--- src/rtl/chs_multizone_ctrl.sv ---
// Multi-zone cool/heat controller: per-zone hysteretic HEAT/COOL/IDLE FSM,
// rate-limited power output and glitch-free PWM fan drive.
module chs_multizone_ctrl #(
   parameter int unsigned ZONES    = 2,
   parameter int unsigned TW       = 8,
   parameter int unsigned PW       = 4,
   parameter int unsigned DW       = 8,
   parameter int unsigned HYST     = 2,
   parameter int unsigned RAMP_DIV = 16
) (
   input  logic                  clk,
   input  logic                  arst,
   input  logic [ZONES-1:0]      enable,
   input  logic [ZONES*TW-1:0]   temp,
   input  logic [ZONES*TW-1:0]   setpoint,
   input  logic [ZONES*DW-1:0]   speed,
   output logic [ZONES*PW-1:0]   chs_power,
   output logic [ZONES-1:0]      chs_mode,
   output logic [ZONES-1:0]      chs_active,
   output logic [ZONES-1:0]      pwm_data
);

   localparam int unsigned CW = (RAMP_DIV > 1) ? $clog2(RAMP_DIV) : 1;
   localparam int unsigned XW = TW + 1;
   localparam logic [PW-1:0] PMAX     = '1;
   localparam logic [CW-1:0] PRE_LAST = CW'(RAMP_DIV - 1);
   localparam logic [DW-1:0] CNT_LAST = '1;

   typedef enum logic [1:0] {IDLE, HEAT, COOL} state_t;

   logic [CW-1:0] prescale;
   logic [DW-1:0] pwm_cnt;
   logic          tick_c;
   logic          period_end_c;

   assign tick_c       = (prescale == PRE_LAST);
   assign period_end_c = (pwm_cnt == CNT_LAST);

   // Shared ramp prescaler and free-running PWM counter
   always_ff @(posedge clk) begin
      if (arst) begin
         prescale <= '0;
         pwm_cnt  <= '0;
      end else begin
         prescale <= tick_c ? '0 : prescale + CW'(1);
         pwm_cnt  <= pwm_cnt + DW'(1);
      end
   end

   for (genvar i = 0; i < ZONES; i++) begin : gen_zone
      state_t        state, state_nx;
      logic [XW-1:0] t_x, s_x;
      logic          heat_req, cool_req;
      logic [TW-1:0] diff;
      logic [PW-1:0] target, power_nx, power_q;
      logic          mode_nx, mode_q, active_q, pwm_q;
      logic [DW-1:0] duty;

      assign t_x      = XW'(temp[i*TW +: TW]);
      assign s_x      = XW'(setpoint[i*TW +: TW]);
      assign heat_req = s_x > (t_x + XW'(HYST));
      assign cool_req = t_x > (s_x + XW'(HYST));
      assign diff     = (t_x > s_x) ? TW'(t_x - s_x) : TW'(s_x - t_x);

      // Next state; a new active mode is only entered once power has drained to 0
      always_comb begin
         state_nx = state;
         mode_nx  = mode_q;
         if (!enable[i]) begin
            state_nx = IDLE;
         end else begin
            case (state)
               IDLE: begin
                  if (power_q == '0) begin
                     if (heat_req) begin
                        state_nx = HEAT;
                        mode_nx  = 1'b1;
                     end else if (cool_req) begin
                        state_nx = COOL;
                        mode_nx  = 1'b0;
                     end
                  end
               end
               HEAT:    if (t_x >= s_x) state_nx = IDLE;
               COOL:    if (t_x <= s_x) state_nx = IDLE;
               default: state_nx = IDLE;
            endcase
         end
      end

      // Target power and one-step ramp toward it on each prescaler tick
      always_comb begin
         target   = '0;
         power_nx = power_q;
         if (state != IDLE) begin
            target = (diff > TW'(PMAX)) ? PMAX : PW'(diff);
         end
         if (tick_c) begin
            if (power_q < target)      power_nx = power_q + PW'(1);
            else if (power_q > target) power_nx = power_q - PW'(1);
         end
      end

      always_ff @(posedge clk) begin
         if (arst) begin
            state    <= IDLE;
            mode_q   <= 1'b0;
            active_q <= 1'b0;
            power_q  <= '0;
            duty     <= '0;
            pwm_q    <= 1'b0;
         end else begin
            state    <= state_nx;
            mode_q   <= mode_nx;
            active_q <= (state_nx != IDLE);
            power_q  <= power_nx;
            if (period_end_c) duty <= speed[i*DW +: DW];
            pwm_q    <= enable[i] && (pwm_cnt < duty);
         end
      end

      assign chs_power[i*PW +: PW] = power_q;
      assign chs_mode[i]           = mode_q;
      assign chs_active[i]         = active_q;
      assign pwm_data[i]           = pwm_q;
   end

endmodule

--- config.mk ---
export PLATFORM = sky130hd
export DESIGN_NAME = chs_multizone_ctrl
export DESIGN_NICKNAME = d
export VERILOG_FILES = /design/src/rtl/chs_multizone_ctrl.sv
export SDC_FILE = /design/constraint.sdc
export NUM_CORES = 1
export LEC_CHECK = 0
export ABC_AREA = 1
export CAP_MARGIN = 20
export CORE_ASPECT_RATIO = 1.25
export CORE_MARGIN = 2
export CORE_UTILIZATION = 41
export CTS_CLUSTER_DIAMETER = 60
export DETAILED_ROUTE_END_ITERATION = 10
export GPL_ROUTABILITY_DRIVEN = 0
export PLACE_DENSITY_LB_ADDON = 0.08
export SLEW_MARGIN = 0
export SYNTH_ARGS = -nofsm -noshare
export SYNTH_HDL_FRONTEND = slang
export SYNTH_SLANG_ARGS = --single-unit
--- constraint.sdc ---
create_clock -name clk -period 4.4 [get_ports clk]
set_input_delay 1.1 -clock clk [delete_from_list [all_inputs] [get_ports clk]]
set_output_delay 1.1 -clock clk [all_outputs]
set_load 0.05 [all_outputs]
# ---- Word level (Yosys, flattened, before mapping)
# Cells that the tools add are included.
dict set report word_totals {
  ff_bits 46
  latchBits 0
  ramBits 0
  rom_bits 0
  n_memories 0
}
dict set report classes {
  add_sub_neg 14
  mul 0
  n_div 0
  order_cmp 18
  eq_ne 6
  n_shift 0
  n_mux 28
  n_bitwise 0
  n_reduce_logical 19
}
# operator count
set op_table {}
lappend op_table {{adder 8 x 2 -> 9 bit (second input constant)} 4}
lappend op_table {{> comparator 8 x 9 -> 1 bit} 4}
lappend op_table {{two-way mux 4 bit} 8}
lappend op_table {{subtractor 8 bit} 4}
lappend op_table {{two-way mux 2 bit} 12}
lappend op_table {{greater-or-equal comparator 8 bit} 2}
lappend op_table {{> comparator 8 x 4 -> 1 bit (second input constant)} 2}
lappend op_table {{> comparator 8 bit} 2}
lappend op_table {{less-or-equal comparator 8 bit} 2}
lappend op_table {{< comparator 8 bit} 2}
lappend op_table {{two-way mux 8 bit} 2}
lappend op_table {{nonzero test 2 bit} 8}
lappend op_table {{adder 4 x 1 -> 4 bit (second input constant)} 3}
lappend op_table {{one-hot mux 2 bit (3 select lines)} 2}
lappend op_table {{adder 8 x 1 -> 8 bit (second input constant)} 1}
lappend op_table {{equality test 8 bit (second input constant)} 1}
lappend op_table {{> comparator 4 bit} 2}
lappend op_table {{zero test 4 bit} 2}
lappend op_table {{< comparator 4 bit} 2}
lappend op_table {{AND reduction 4 bit} 2}
lappend op_table {{subtractor 4 x 1 -> 4 bit (second input constant)} 2}
lappend op_table {{equality test 2 x 1 -> 1 bit (second input constant)} 2}
lappend op_table {{equality test 2 bit (second input constant)} 2}
lappend op_table {{equality test 4 bit (second input constant)} 1}
lappend op_table {{other kinds (5)} 11}

# ---- Logic depth before layout (Yosys ltp)
# Gate-level depths: netlist of the first run.
dict set report depth {
  depth_word 8
  ltp_mapped 32
  ltp_nobuf 31
}

# ---- Worst setup path after synthesis of the first run
# Ideal clock, no wire load.
dict set report synth_timing {
  path_kind {input to register}
  from {input temp[0]}
  to {register gen_zone[0].power_q[3]}
  setup_time_ns 0.115
  arrival_time_ns 4.201
  required_ns 4.285
  slack_ns 0.084
  path_stages 30
  n_path_buf 1
  path_cell_list {inv_1 -> ha_1 -> inv_1 -> fa_1 -> nand3_1 -> nand2_1 -> nand2_1 -> nand2_2 -> nand2_2 -> buf_6 -> nand2_1 -> nand2_1 -> nand2_1 -> nor2_2 -> nand2_1 -> nand2_1 -> ha_1 -> inv_1 -> nor2_1 -> o21ai_0 -> nand2_1 -> ha_1 -> nand2_1 -> nor2_1 -> a211oi_1 -> xor2_1 -> nor2_1 -> nand2_1 -> nand2_1 -> nor2_1}
}
dict set report synth_via {
  elab_chain_cells 8
}
# element line
set synth_rtl {}
lappend synth_rtl {{start: declaration} 14} ;# input logic [ZONES*TW-1:0] temp,
lappend synth_rtl {{subtractor 8 bit / > comparator 8 bit (equally long branches)} 63} ;# assign diff = (t_x > s_x) ? TW'(t_x - s_x) : TW'(s_x - t_x);
lappend synth_rtl {{two-way mux 8 bit *} 63}
lappend synth_rtl {{> comparator 8 x 4 -> 1 bit} 96} ;# target = (diff > TW'(PMAX)) ? PMAX : PW'(diff);
lappend synth_rtl {{two-way mux 4 bit *} 96}
lappend synth_rtl {{two-way mux 4 bit *} 95} ;# if (state != IDLE) begin
lappend synth_rtl {{< comparator 4 bit / > comparator 4 bit (equally long branches)} {99, 100}}
lappend synth_rtl {{nonzero test 2 bit (no source line)} -}
lappend synth_rtl {{AND reduction 2 bit (no source line)} -}
lappend synth_rtl {{end signal: assignment} 116} ;# power_q <= power_nx;
lappend synth_rtl {{end: declaration} 55} ;# logic [PW-1:0] target, power_nx, power_q;
# Mark *: on every way between the ends. The rest lies on a longest branch, timed or not.
# A chain may end at the register's enable or synchronous reset.

# ---- Worst setup path in the final report of the first run
dict set report layout_timing {
  from {input setpoint[11]}
  to {register gen_zone[1].power_q[3]}
}
dict set report layout_via {
  elab_chain_cells 8
}
# element line
set layout_rtl {}
lappend layout_rtl {{start: declaration} 15} ;# input logic [ZONES*TW-1:0] setpoint,
lappend layout_rtl {{subtractor 8 bit / > comparator 8 bit (equally long branches)} 63}
lappend layout_rtl {{two-way mux 8 bit *} 63}
lappend layout_rtl {{> comparator 8 x 4 -> 1 bit} 96}
lappend layout_rtl {{two-way mux 4 bit *} 96}
lappend layout_rtl {{two-way mux 4 bit *} 95}
lappend layout_rtl {{< comparator 4 bit / > comparator 4 bit (equally long branches)} {99, 100}}
lappend layout_rtl {{nonzero test 2 bit (no source line)} -}
lappend layout_rtl {{AND reduction 2 bit (no source line)} -}
lappend layout_rtl {{end signal: assignment} 116}
lappend layout_rtl {{end: declaration} 55}
# Marked as above.

==> results.toml, run 1 <==
[drt]
drt-total-wl_mm = 14.7
vias = 5660
drt-vias-per-instance = 4.79
firstDrtPassIters = 4
drt_iter0_drc = 172
wl_per_cell_um = 12.4
drcViolationCount = 0
ant_nets = 0

[yosys]
ys_types = 38
yosys.area.top_type = "ha_1"
ys_ff_latch = 46
synth_compound_area_frac = 0.102
synthDominantCellAreaShare = 0.206
syn_area_mm2 = 0.00535
synth_xor_area_frac = 0.0524
ys_seq_area_frac = 0.172
synth_flop_cell = "dfxtp_1"
avgSynthCellArea_um2 = 6.30
synthAdderAreaFrac = 0.228
syn-num-nets = 995
synthMuxAreaShare = 0.00374
yosysWarnings = 0
synth_top_family_by_area = "simple AND/OR/NAND/NOR gates"
synth_area_leaders = "ha_1 (21%), dfxtp_1 (17%), nand2_1 (17%)"
synthCells = 849
synth_edf_count = 0
yosys.area_share.simple = 0.306
async_flop_share = 0

[timing]
setup_viol = 0
fin_crit_sh = 0.942
setup-tns-final_ns = 0
max_slew_margin = 0.620
fin_ws_ns = 0.254
max_freq_mhz = 241
worst_slew_pin_slew_ns = 0.569
fin_crit_ns = 4.15
finalClockSkew_ns = 0.00346
report.final.slew_viol_count = 0
finalHoldViolations = 0

[floorplanning]
start_util = 0.421
die_area_mm2 = 0.0140
ios = 66
row_count = 46
dieWidth_um = 106
die_h_um = 132
core_region_area_mm2 = 0.0127

[cells_and_area]
diodes = 0
areaGrowthSynthToFinish_pct = 41.5
multiInputGateArea_mm2 = 0.00418
drive_gt1_frac = 0.236
nets = 1159
fillerInstances = 1230
register_area_um2 = 921
fin_cells = 1182
stdcell_area_mm2 = 0.00757

[placed_design]
dpl.cell_count = 1164
numPortBuffers = 65
dp_worst_setup_slack_ns = -0.673
place_area_mm2 = 0.00685
dp_hpwl_mm = 12.0

[setup_path]
required_ns = 4.58
ff2ff_path_depth = 15
cp-startpoint = "setpoint[11]"
crit_type = "input port to flop"
crit_slowest_cell = "ha_4"
rrSetupSlack_ns = 2.03
worstSetupStartpointType = "input port"
worstPathArrival_ns = 4.33
crit_path_max_fanout = 6
reg2reg_to = "gen_zone[1].power_q[3]"
crit_path_end_kind = "flop"
critPathMaxStageDelay_ns = 0.31
worstReg2RegStart = "gen_zone[1].state[1]"
cp_common_cell = "nand2_1"

[global_route]
grt_first_pass_wirelength_mm = 25.2
antenna_found_initial = 0
grt_pass1_vias = 5748
grt_max_degree = 32
overflow = 0
track_usage = 0.214

[clock_tree]
cts_buffers = 5
ctsHtreeMaxLevel = 2
cts_buffer_depth = 2
path_clk_slew_ns = 0.06
cts_tree = "yes"
clk_latency_ns = 0.28
cts_sinks = 46
root_buffer = "clkbuf_16"

[hold_path]
hp-start = "prescale[0]"
hp-class = "flop to flop"
holdPathEnd = "prescale[0]"
holdPathStages = 1

[flow_run]
cap_violations = 0

[power_and_ir_drop]
p_per_area_mw_per_mm2 = 218
vdd_drop_max_v = 0.000156
p_leak_nw = 3.92

[status]
status = "finished, final reports clean"
## area by class of cell
class,instances,area share
multi-input combinational,621,0.552
timing repair buffer,175,0.195
sequential,46,0.122
inverter,164,0.0815
tap,168,0.0278
clock buffer,7,0.0175
clock inverter,1,0.00397
## cell families after synthesis
family                     after synthesis
adders and majority gates               94
and+or+nand+nor                        391
AOI/OAI and AO/OA                      102
DFF                                     46
xor gates and xnor gates                32
buffers and inverters                  182
muxes                                    2
## per-layer routing
layer,wire length [um],vias to the layer above,GRT usage
met5,0,-,0
met4,408,0,0.0651
met3,299,22,0.0193
met2,7680,77,0.408
met1,6270,2568,0.249
li1,-,2993,-
## Yosys cell counts, types with 3 or more instances
master / number
ha_1: 88
buf_4: 8
a21o_1: 3
nor2_2: 4
dfxtp_1: 46
nand2_1: 239
clkbuf_1: 6
inv_1: 156
nor2_1: 65
xnor2_1: 8
xor2_1: 24
inv_2: 6
fa_1: 6
nand2_2: 5
nand3_1: 47
a21oi_1: 49
o21ai_0: 30
a211oi_1: 6
nor3_1: 8
nand4_1: 15
o21ai_1: 7
## critical path: cells and delay by family
kind | cells | cell delay [ns]
XOR/XNOR | 2 | 0.32
adder cells (fa/ha/maj) | 3 | 0.82
AO/OA/AOI/OAI | 3 | 0.39
buffers and inverters | 3 | 0.49
AND/OR/NAND/NOR | 15 | 1.21
## timing repair
action | CTS | global route
gates resized for setup | 107 | 55
endpoints found under the setup margin | 6 | 7
buffers inserted | 7 | 3
pin swaps | 46 | 40
cloned | 0 | 0
hold buffers | 0 | 0
## through the flow
stage / hold slack [ns] / total power, mW / util
floorplan: 0.418 / 0.855 / -
global placement: 0.428 / 1.12 / 0.539
detailed placement: 0.440 / 1.14 / 0.539
CTS: 0.448 / 1.63 / 0.585
global route: 0.478 / 1.77 / 0.595
finish: 0.445 / 1.65 / 0.595
## placed cells by master, fill, tap and decap left out, drive strengths merged, types with 8 or more instances in the layout
cell type and instances:
nand2 245, xnor2 8, xor2 24, ha 88, clkdlybuf4s50 33, dlymetal6s2s 9, clkbuf 13, buf 110
nand3 48, o21ai 37, nor2 70, nand4 15, dfxtp 46, dlygate4sd2 16, a21oi 49, nor3 9
inv 162
## power by group
group,leakage (nW),internal (mW),switching (mW)
sequential,0.373,0.429,0.00835
clock,0.0781,0.268,0.149
combinational,3.46,0.371,0.422
total,3.92,1.07,0.579
## flip-flops by register name (all words and copies together) (netlist names)
name and cells:
gen_zone.duty 16, gen_zone.pwm_q 2, prescale 4, gen_zone.active_q 2, gen_zone.state 4, pwm_cnt 8
gen_zone.mode_q 2, gen_zone.power_q 8
## worst max path at each step
stage	end	slack, ns	depth (start not counted)
floorplan	gen_zone[0].power_q[3]	0.08	30
global placement	gen_zone[0].power_q[3]	-0.49	31
detailed placement	gen_zone[0].power_q[3]	-0.67	31
CTS	gen_zone[1].power_q[3]	0.005	28
global route	gen_zone[0].power_q[3]	-0.007	29
finish	gen_zone[1].power_q[3]	0.25	26
Note: power is estimated with default switching activity, not from simulation.
==> inputs of run 2 (changes only) <==
--- a/config.mk
+++ b/config.mk
@@ -7,7 +7,6 @@
 export LEC_CHECK = 0
 export ABC_AREA = 1
 export CAP_MARGIN = 20
-export CORE_ASPECT_RATIO = 1.25
 export CORE_MARGIN = 2
 export CORE_UTILIZATION = 41
 export CTS_CLUSTER_DIAMETER = 60
==> run 2 against run 1 <==
Flip-flop and latch count unchanged. Final cell count increased by 1.5%. Routed wire length increased by 4.1%. Total power increased by 0.30%. Fmax decreased by 2.0%. Sequential share of layout area decreased by 0.35 points. Clock skew decreased by 0.00055 ns. Via count increased by 2.3%. Core utilization increased by 2.0 points. Count of clock-buffer cells in the layout decreased by 1. Combinational power increased by 8.1%.
==> results.toml, run 2 (synthesis gave the netlist of run 1 again) <==
[timing]
finalClockSkew_ns = 0.00291
max_slew_margin = 0.523
max_freq_mhz = 236
fin_crit_ns = 4.23
rsz0062_at_grt = "true"
finalHoldViolations = 0
report.final.slew_viol_count = 0
setup_viol = 0
worst_slew_pin_slew_ns = 0.715
fin_crit_sh = 0.962

[setup_path]
crit_slowest_cell = "dlygate4sd2_1"
cp_common_cell = "nand2_1"
critPathTopFamily = "simple AND/OR/NAND/NOR gates"
reg2reg_to = "gen_zone[1].power_q[3]"
rrSetupSlack_ns = 1.91
crit_type = "input port to flop"
crit_path_end_kind = "flop"
worstReg2RegStart = "gen_zone[1].state[1]"
crit_path_max_fanout = 4
critPathMaxStageDelay_ns = 0.33
required_ns = 4.58
ff2ff_path_depth = 17
worstPathArrival_ns = 4.41
worstSetupStartpointType = "input port"
crit_buf_inv = 5

[hold_path]
hp-start = "prescale[0]"
hp-class = "flop to flop"
holdPathStages = 1
holdPathEnd = "prescale[0]"

[cells_and_area]
fin_cells = 1200
register_area_um2 = 921
fillerInstances = 1187
drive_gt1_frac = 0.264
largest_register_ffs = 16
largestRegisters = "gen_zone.duty (16), gen_zone.power_q (8), pwm_cnt (8)"
fin_util = 0.615
areaGrowthSynthToFinish_pct = 45.6
mostFrequentLayoutCells = "nand2_1 (207), inv_1 (135), buf_4 (116), ha_1 (61), nor2_1 (56)"
diodes = 0
nets = 1174
multiInputGateArea_mm2 = 0.00427
final_common_cell = "nand2_1"
top_register = "gen_zone.duty"

[power_and_ir_drop]
p_per_area_mw_per_mm2 = 212
p_leak_nw = 4.08
vdd_drop_max_v = 0.000140

[floorplanning]
dieWidth_um = 118
start_util = 0.422
ios = 66
core_region_area_mm2 = 0.0127
die_area_mm2 = 0.0140
row_count = 41
die_h_um = 118

[clock_tree]
cts_tree = "yes"
cts_buffers = 5
cts_hold_buf = 0
clk_latency_ns = 0.28
cts_buffer_depth = 2
path_clk_slew_ns = 0.06
root_buffer = "clkbuf_16"
ctsHtreeMaxLevel = 2
cts_sinks = 46

[global_route]
grt_pass1_vias = 5895
top_usage_layer = "met2"
track_usage = 0.213
grt_util_met1 = 0.246
antenna_found_initial = 0
grt_first_pass_wirelength_mm = 25.3
met3_usage = 0.0256
grt_max_degree = 32
overflow = 0
grtUsageMet2 = 0.397

[drt]
firstDrtPassIters = 4
drt-vias-per-instance = 4.82
ant_nets = 0
drcViolationCount = 0
drt_iter0_drc = 223
vias = 5788
wl_per_cell_um = 12.7
drt-total-wl_mm = 15.3

[placed_design]
dpl.cell_count = 1173
dp_hpwl_mm = 12.0
numPortBuffers = 65

[flow_run]
cap_violations = 0

[status]
status = "finished, final reports clean"
==> run 2: power breakdown <==
part / internal (mW) / switching (mW)
Clock: 0.208 / 0.151
Sequential: 0.429 / 0.00812
Combinational: 0.405 / 0.452
Total: 1.04 / 0.611
==> run 2: what timing repair did <==
| item | CTS | global route |
|---|---|---|
| setup buffers | 10 | 10 |
| setup endpoints to repair | 6 | 7 |
| pin swaps | 27 | 62 |
| gates resized for setup | 67 | 125 |
==> run 2: worst max path at each step <==
stage                             end  cells after the start    startpoint  slack, ns
2_1_floorplan  gen_zone[0].power_q[3]                     30       temp[0]       0.08
5_1_grt        gen_zone[1].power_q[3]                     29  setpoint[12]      -0.09
4_1_cts        gen_zone[0].power_q[3]                     30       temp[4]      0.003
3_5_place_dp   gen_zone[0].power_q[3]                     27       temp[1]      -0.61
6_report       gen_zone[1].power_q[3]                     29  setpoint[12]       0.17
3_3_place_gp   gen_zone[0].power_q[3]                     27       temp[1]      -0.52
==> run 2: per-layer routing <==
metal	up-vias	part of all wire
li1	3022	-
met1	2629	0.43
met2	97	0.51
met3	40	0.026
met4	0	0.036
met5	-	0
==> run 2: through the flow <==
step           setup WS [ns]  area (um2)  hold WS (ns)  power, mW  TNS [ns]
2_1_floorplan         0.0843        5350         0.418      0.855         0
3_3_place_gp          -0.519        6900         0.433       1.13     -2.24
3_5_place_dp          -0.612        6900         0.435       1.15     -2.94
4_1_cts              0.00280        7380         0.447       1.57         0
5_1_grt              -0.0860        7790         0.462       1.77    -0.123
6_report               0.167        7790         0.448       1.65         0
==> run 2: area by class of cell <==
type	instances	area share
Tap cell	172	0.0276
Clock inverter	1	0.000964
Inverter	164	0.0798
Clock buffer	6	0.0165
Multi-Input combinational cell	621	0.548
Sequential cell	46	0.118
Timing Repair Buffer	190	0.209
==> run 2: worst register-to-register path, cell delays in order (launching register included) <==
cell and delay [ns]:
dfxtp_1 0.34, nor2_1 0.23, inv_1 0.15, nand2_2 0.11, ha_4 0.20, inv_1 0.05, nor2_1 0.05, o21ai_2 0.13
nand2_2 0.13, ha_4 0.30, nand2_1 0.06, nor2_2 0.12, a211oi_2 0.05, xor2_1 0.16, nor2_1 0.14, nand2_1 0.06
nand2_1 0.06, nor2_1 0.05
